--- src/rtl/seq_player.sv ---
// seq_player: Simon-style pattern game.
// Each round appends one index to a pattern memory, plays the whole pattern
// on a one-hot 8-LED display, then checks the player's presses against it.
// A wrong press ends the game; completing MAX_LEN rounds wins it.
module seq_player #(
   parameter int MAX_LEN     = 16,
   parameter int SHOW_CYCLES = 4,
   parameter int GAP_CYCLES  = 2
) (
   input  logic       clk,
   input  logic       rst,
   input  logic       start,
   input  logic [2:0] index,
   input  logic       btn_valid,
   input  logic [2:0] btn_idx,
   output logic [7:0] led,
   output logic [4:0] round,
   output logic       busy,
   output logic       win,
   output logic       lose
);

   // Pattern address width; a one-entry pattern still needs a 1-bit pointer.
   localparam int AW   = (MAX_LEN > 1) ? $clog2(MAX_LEN) : 1;
   // Timer must hold the larger of the two phase lengths.
   localparam int TMAX = (SHOW_CYCLES > GAP_CYCLES) ? SHOW_CYCLES : GAP_CYCLES;
   localparam int TW   = $clog2(TMAX + 1);

   localparam logic [TW-1:0] SHOW_LAST = TW'(SHOW_CYCLES - 1);
   localparam logic [TW-1:0] GAP_LAST  = TW'(GAP_CYCLES - 1);
   localparam logic [4:0]    LEN_MAX   = 5'(MAX_LEN);

   typedef enum logic [2:0] {
      S_IDLE,
      S_APPEND,
      S_SHOW_ON,
      S_SHOW_OFF,
      S_INPUT,
      S_WIN,
      S_LOSE
   } state_t;

   state_t          state_reg, state_next;
   logic [4:0]      len_reg, len_next;
   logic [AW-1:0]   ptr_reg, ptr_next;
   logic [TW-1:0]   timer_reg, timer_next;
   logic [7:0]      led_reg, led_next;
   logic            busy_reg, busy_next;
   logic            win_reg, win_next;
   logic            lose_reg, lose_next;

   // Pattern storage; contents are only meaningful below len_reg.
   logic [2:0]      mem [MAX_LEN];
   logic            mem_we;
   logic            last_step;
   logic [2:0]      cur_val;
   logic [2:0]      show_val;

   assign mem_we    = (state_reg == S_APPEND);
   assign last_step = (5'(ptr_reg) == (len_reg - 5'd1));
   assign cur_val   = mem[ptr_reg];

   // Append the new pattern entry at the end of the current pattern.
   always_ff @(posedge clk) begin
      if (mem_we) begin
         mem[len_reg[AW-1:0]] <= index;
      end
   end

   // State and datapath registers, cleared asynchronously.
   always_ff @(posedge clk or negedge rst) begin
      if (!rst) begin
         state_reg <= S_IDLE;
         len_reg   <= '0;
         ptr_reg   <= '0;
         timer_reg <= '0;
         led_reg   <= '0;
         busy_reg  <= 1'b0;
         win_reg   <= 1'b0;
         lose_reg  <= 1'b0;
      end else begin
         state_reg <= state_next;
         len_reg   <= len_next;
         ptr_reg   <= ptr_next;
         timer_reg <= timer_next;
         led_reg   <= led_next;
         busy_reg  <= busy_next;
         win_reg   <= win_next;
         lose_reg  <= lose_next;
      end
   end

   // Next-state logic plus look-ahead decode of the registered outputs.
   always_comb begin
      state_next = state_reg;
      len_next   = len_reg;
      ptr_next   = ptr_reg;
      timer_next = timer_reg;
      show_val   = '0;

      case (state_reg)
         S_IDLE, S_WIN, S_LOSE: begin
            if (start) begin
               len_next   = '0;
               state_next = S_APPEND;
            end
         end

         S_APPEND: begin
            len_next   = len_reg + 5'd1;
            ptr_next   = '0;
            timer_next = '0;
            state_next = S_SHOW_ON;
         end

         S_SHOW_ON: begin
            if (timer_reg == SHOW_LAST) begin
               timer_next = '0;
               state_next = S_SHOW_OFF;
            end else begin
               timer_next = timer_reg + TW'(1);
            end
         end

         S_SHOW_OFF: begin
            if (timer_reg == GAP_LAST) begin
               timer_next = '0;
               if (last_step) begin
                  ptr_next   = '0;
                  state_next = S_INPUT;
               end else begin
                  ptr_next   = ptr_reg + AW'(1);
                  state_next = S_SHOW_ON;
               end
            end else begin
               timer_next = timer_reg + TW'(1);
            end
         end

         S_INPUT: begin
            if (btn_valid) begin
               if (btn_idx != cur_val) begin
                  state_next = S_LOSE;
               end else if (!last_step) begin
                  ptr_next = ptr_reg + AW'(1);
               end else if (len_reg == LEN_MAX) begin
                  state_next = S_WIN;
               end else begin
                  state_next = S_APPEND;
               end
            end
         end

         default: begin
            state_next = S_IDLE;
         end
      endcase

      // The entry about to be shown may be the one being written this very
      // cycle (first round), so forward the incoming index in that case.
      if (mem_we && (ptr_next == len_reg[AW-1:0])) begin
         show_val = index;
      end else begin
         show_val = mem[ptr_next];
      end

      led_next  = (state_next == S_SHOW_ON) ? (8'd1 << show_val) : 8'd0;
      busy_next = (state_next == S_APPEND) || (state_next == S_SHOW_ON) ||
                  (state_next == S_SHOW_OFF);
      win_next  = (state_next == S_WIN);
      lose_next = (state_next == S_LOSE);
   end

   assign led   = led_reg;
   assign round = len_reg;
   assign busy  = busy_reg;
   assign win   = win_reg;
   assign lose  = lose_reg;

endmodule
--- config.mk ---
export PLATFORM = sky130hd
export DESIGN_NAME = seq_player
export DESIGN_NICKNAME = d
export VERILOG_FILES = /design/src/rtl/seq_player.sv
export SDC_FILE = /design/constraint.sdc
export NUM_CORES = 1
export LEC_CHECK = 0
export CAP_MARGIN = 0
export CORE_MARGIN = 2
export CORE_UTILIZATION = 50
export DETAILED_ROUTE_END_ITERATION = 12
export GPL_ROUTABILITY_DRIVEN = 0
export GPL_TIMING_DRIVEN = 0
export PLACE_DENSITY = 0.66
export SLEW_MARGIN = 25
export SYNTH_ARGS = -nofsm -noshare
export SYNTH_HDL_FRONTEND = slang
export SYNTH_SLANG_ARGS = --single-unit
--- constraint.sdc ---
create_clock -name clk -period 9.34 [get_ports clk]
set_input_delay 0.934 -clock clk [delete_from_list [all_inputs] [get_ports clk]]
set_output_delay 0.934 -clock clk [all_outputs]
set_load 0.1 [all_outputs]
==> impl_metrics.xml <==
<?xml version="1.0" encoding="UTF-8"?>
<metrics>
  <group name="setup_path">
    <metric name="worst_path_cell_chain" unit="">inv_1 -&gt; ha_1 -&gt; xnor2_1 -&gt; a211oi_1 -&gt; a2bb2o_1 -&gt; nor2_1 -&gt; inv_1 -&gt; ha_1 -&gt; nand4_1 -&gt; o21ai_0 -&gt; a31o_2 -&gt; a311o_1 -&gt; buf_6 -&gt; buf_6 -&gt; mux2i_1 -&gt; mux2i_1 -&gt; a22oi_1 -&gt; o221ai_1 -&gt; mux2_2 -&gt; nor3_1</metric>
    <metric name="path_delay_family" unit="">compound AO/OA/AOI/OAI gates</metric>
    <metric name="cp.arrival" unit="ns">5.22</metric>
    <metric name="worst_setup_path_end_kind" unit="">flip-flop</metric>
    <metric name="path_class" unit="">flip-flop to flip-flop</metric>
    <metric name="cp_slowest_stage_delay" unit="ns">0.53</metric>
    <metric name="critical_path_buf_inv_count" unit="">4</metric>
    <metric name="timing.critical_path.required" unit="ns">9.60</metric>
    <metric name="critPathMaxFanout" unit="">10</metric>
    <metric name="r2r_cell_count" unit="">20</metric>
    <metric name="crit_cells" unit="">20</metric>
    <metric name="startpoint_type" unit="">flip-flop</metric>
    <metric name="crit_slowest_cell" unit="">sky130_fd_sc_hd__dfrtp_1</metric>
  </group>
  <group name="global_routing">
    <metric name="globalRouteTotalUtil" unit="">0.228</metric>
    <metric name="grt_pass1_vias" unit="">3087</metric>
    <metric name="grt_pass1_wl" unit="um">16800</metric>
    <metric name="grt_antenna_before_repair" unit="">0</metric>
    <metric name="global_route.overflow_total" unit="">0</metric>
    <metric name="grt_start_max_net_pins" unit="">27</metric>
  </group>
  <group name="timing">
    <metric name="min_period" unit="ns">4.96</metric>
    <metric name="timing_worst_slew_pin_value" unit="ns">0.975</metric>
    <metric name="grt_setup_unrepaired" unit="">false</metric>
    <metric name="final_min_period_over_clock_period" unit="">0.531</metric>
    <metric name="report.final.hold_viol_count" unit="">0</metric>
    <metric name="setup_viol" unit="">0</metric>
    <metric name="fmaxAchievable" unit="MHz">202</metric>
    <metric name="setup_tns" unit="ns">0</metric>
    <metric name="final-max-slew-violation-count" unit="">0</metric>
    <metric name="hold-worst-slack" unit="ns">0.566</metric>
    <metric name="max-slew-margin-rel" unit="">0.348</metric>
    <metric name="finClkSkew" unit="ns">0.0125</metric>
  </group>
  <group name="synthesis">
    <metric name="synthesis.area_per_instance" unit="um2">11.2</metric>
    <metric name="async_reset_ff_frac" unit="">0.351</metric>
    <metric name="synth_cell_types" unit="">58</metric>
    <metric name="ys.flop_type" unit="">sky130_fd_sc_hd__edfxtp_1</metric>
    <metric name="syn_nets" unit="">410</metric>
    <metric name="syn_area" unit="um2">4350</metric>
    <metric name="synth-edff-count" unit="">48</metric>
    <metric name="yosys_register_bits" unit="">74</metric>
    <metric name="yosysWarnings" unit="">0</metric>
    <metric name="sequential_area_share_after_synthesis" unit="">0.481</metric>
    <metric name="synthesis.instances" unit="">389</metric>
  </group>
  <group name="clock_tree">
    <metric name="cts-buffers-inserted" unit="">9</metric>
    <metric name="clk_root_buffer_cell" unit="">sky130_fd_sc_hd__clkbuf_8</metric>
    <metric name="tritoncts_clock_tree" unit="">built</metric>
    <metric name="cts_setup_buffers" unit="">0</metric>
    <metric name="worst_setup_hold_path_clk_slew" unit="ns">0.09</metric>
    <metric name="clkSinkCount" unit="">74</metric>
    <metric name="cts.hold.buffers_added" unit="">0</metric>
    <metric name="cts-htree-levels" unit="">3</metric>
    <metric name="cts.path.max_buffers" unit="">2</metric>
    <metric name="worst_skew_pair.late_latency" unit="ns">0.36</metric>
    <metric name="post_cts_resized" unit="">0</metric>
  </group>
  <group name="floorplan">
    <metric name="core_area" unit="um2">8590</metric>
    <metric name="die_w" unit="um">97.3</metric>
    <metric name="floorplan.io_pins" unit="">26</metric>
    <metric name="die-area" unit="um2">9470</metric>
    <metric name="rows" unit="">34</metric>
    <metric name="start_util" unit="">0.507</metric>
    <metric name="die_h" unit="um">97.3</metric>
  </group>
  <group name="drt">
    <metric name="detailedRoute.firstIterationViolations" unit="">149</metric>
    <metric name="vias" unit="">3172</metric>
    <metric name="viasPerCell" unit="">5.90</metric>
    <metric name="postRouteAntennaNets" unit="">0</metric>
    <metric name="drcViolationCount" unit="">0</metric>
    <metric name="dr.pass1.iters" unit="">5</metric>
    <metric name="drt-total-wl" unit="um">10500</metric>
    <metric name="routed_wire_length_per_instance" unit="um">19.5</metric>
  </group>
  <group name="flow_run">
    <metric name="timing.max_cap.violations" unit="">0</metric>
  </group>
  <group name="final_layout">
    <metric name="fillCellCount" unit="">745</metric>
    <metric name="insertedDiodeCount" unit="">0</metric>
    <metric name="nets" unit="">446</metric>
    <metric name="largest_register_ff_count" unit="">48</metric>
    <metric name="area.growth.synth_to_final" unit="%">13.9</metric>
    <metric name="final_layout_size_suffix_gt1_frac" unit="">0.119</metric>
    <metric name="count_of_non_filler_cells_in_the_finished_layout" unit="">538</metric>
  </group>
  <group name="min_path">
    <metric name="min_path_type" unit="">primary input to async pin</metric>
  </group>
  <group name="outcome">
    <metric name="status" unit="">completed</metric>
  </group>
  <group name="placement">
    <metric name="dpl.cell_count" unit="">522</metric>
    <metric name="portBuffers" unit="">25</metric>
    <metric name="place_hpwl" unit="um">7720</metric>
  </group>
  <group name="power">
    <metric name="peakVddDrop" unit="uV">128</metric>
    <metric name="power_density" unit="nW/um2">289</metric>
    <metric name="power.total" unit="uW">1430</metric>
    <metric name="p_leak" unit="uW">0.00184</metric>
  </group>
</metrics>
## metrics by stage
| step | setup slack [ns] | area [um2] | util |
|---|---|---|---|
| 2_1_floorplan | 4.59 | 4350 | - |
| 3_5_place_dp | 4.51 | 4730 | 0.551 |
| 4_1_cts | 4.47 | 4960 | 0.577 |
| 6_report | 4.38 | 4960 | 0.577 |
| 5_1_grt | 4.06 | 4960 | 0.577 |
| 3_3_place_gp | 4.61 | 4740 | 0.551 |
## cells by family after synthesis
logic type | after synthesis | share of synthesized area
buffers and inverters | 36 | 0.0446
AND/OR/NAND/NOR | 118 | 0.138
flip-flops | 74 | 0.481
XOR/XNOR | 11 | 0.0221
adder cells (fa/ha/maj) | 11 | 0.0316
AO/OA/AOI/OAI | 71 | 0.114
multiplexers | 68 | 0.170
## worst register-to-register path, stage by stage, from the launching register on
cell	delay [ns]
sky130_fd_sc_hd__dfrtp_1	0.53
sky130_fd_sc_hd__inv_1	0.13
sky130_fd_sc_hd__ha_1	0.29
sky130_fd_sc_hd__xnor2_1	0.15
sky130_fd_sc_hd__a211oi_1	0.20
sky130_fd_sc_hd__a2bb2o_1	0.34
sky130_fd_sc_hd__nor2_1	0.42
sky130_fd_sc_hd__inv_1	0.20
sky130_fd_sc_hd__ha_1	0.23
sky130_fd_sc_hd__nand4_1	0.06
sky130_fd_sc_hd__o21ai_0	0.08
sky130_fd_sc_hd__a31o_2	0.21
sky130_fd_sc_hd__a311o_1	0.31
sky130_fd_sc_hd__buf_6	0.16
sky130_fd_sc_hd__buf_6	0.16
sky130_fd_sc_hd__mux2i_1	0.21
sky130_fd_sc_hd__mux2i_1	0.11
sky130_fd_sc_hd__a22oi_1	0.26
sky130_fd_sc_hd__o221ai_1	0.23
sky130_fd_sc_hd__mux2_2	0.35
sky130_fd_sc_hd__nor3_1	0.22
## placed cells by master, fill, tap and decap left out, drive strengths merged, types with 11 or more instances in the layout
cell type       n
buf            12
clkbuf         19
clkdlybuf4s50  24
dfrtp          26
edfxtp         48
ha             11
inv            17
mux2           17
mux2i          48
nand2          33
nor2           26
nor3           15
o21ai          21
## cell type report
cell class                 instances  area (um2)  area share
sequential                        74        2090       0.422
multi-input combinational        279        2070       0.417
timing repair buffer              25         245      0.0495
buffer                            21         138      0.0278
tap                              108         135      0.0273
clock buffer                       9         124      0.0250
clock inverter                     7         101      0.0204
inverter                          15        56.3      0.0114
## cell usage after synthesis (3+ instances only)
cell type                   instances  area share
sky130_fd_sc_hd__a21oi_1            8      0.0092
sky130_fd_sc_hd__a22oi_1            5      0.0086
sky130_fd_sc_hd__a2bb2oi_1          3      0.0060
sky130_fd_sc_hd__and2_1             8       0.011
sky130_fd_sc_hd__buf_2              4      0.0046
sky130_fd_sc_hd__buf_6              4       0.010
sky130_fd_sc_hd__clkbuf_1          10      0.0086
sky130_fd_sc_hd__dfrtp_1           26        0.15
sky130_fd_sc_hd__edfxtp_1          48        0.33
sky130_fd_sc_hd__ha_1              11       0.032
sky130_fd_sc_hd__inv_1             15       0.013
sky130_fd_sc_hd__mux2_1             4       0.010
sky130_fd_sc_hd__mux2_2            13       0.034
sky130_fd_sc_hd__mux2i_1           48        0.11
sky130_fd_sc_hd__mux4_2             3       0.016
sky130_fd_sc_hd__nand2_1           33       0.028
sky130_fd_sc_hd__nand2b_1           6      0.0086
sky130_fd_sc_hd__nand3_1            5      0.0057
sky130_fd_sc_hd__nand4_1            5      0.0072
sky130_fd_sc_hd__nor2_1            25       0.022
sky130_fd_sc_hd__nor2b_1            8       0.011
sky130_fd_sc_hd__nor3_1            15       0.017
sky130_fd_sc_hd__o211ai_1           4      0.0069
sky130_fd_sc_hd__o21ai_0           17       0.020
sky130_fd_sc_hd__o21ai_1            4      0.0046
sky130_fd_sc_hd__o21bai_1           5      0.0086
sky130_fd_sc_hd__o221ai_1           3      0.0060
sky130_fd_sc_hd__o22ai_1            3      0.0043
sky130_fd_sc_hd__xnor2_1            5       0.010
sky130_fd_sc_hd__xor2_1             6       0.012
## path summary, 6_finish.rpt
kind / startpoint / end / slack, ns
setup / recovery: round[0] / led[5] / 4.38
hold / removal: rst / timer_reg[2] / 0.57
setup reg to reg: round[0] / led[5] / 4.38
hold reg to reg: timer_reg[0] / timer_reg[0] / 0.57
max in group asynchronous: rst / led[5] / 8.37
min in group clk: timer_reg[0] / timer_reg[0] / 0.57
## power by group
group | leakage (uW) | switching, uW | internal [uW] | total, uW
clock | 0.000113 | 132 | 153 | 286
combinational | 0.000957 | 458 | 286 | 744
sequential | 0.000768 | 25.0 | 379 | 404
## per-layer routing
| layer | share of wire | GRT usage | vias to the layer above |
|---|---|---|---|
| li1 | - | - | 1514 |
| met1 | 0.46 | 0.324 | 1531 |
| met2 | 0.47 | 0.362 | 115 |
| met3 | 0.061 | 0.0446 | 12 |
| met4 | 0.0084 | 0.0630 | 0 |
| met5 | 0 | 0 | - |
No activity file was read; power rests on OpenSTA's default activity.
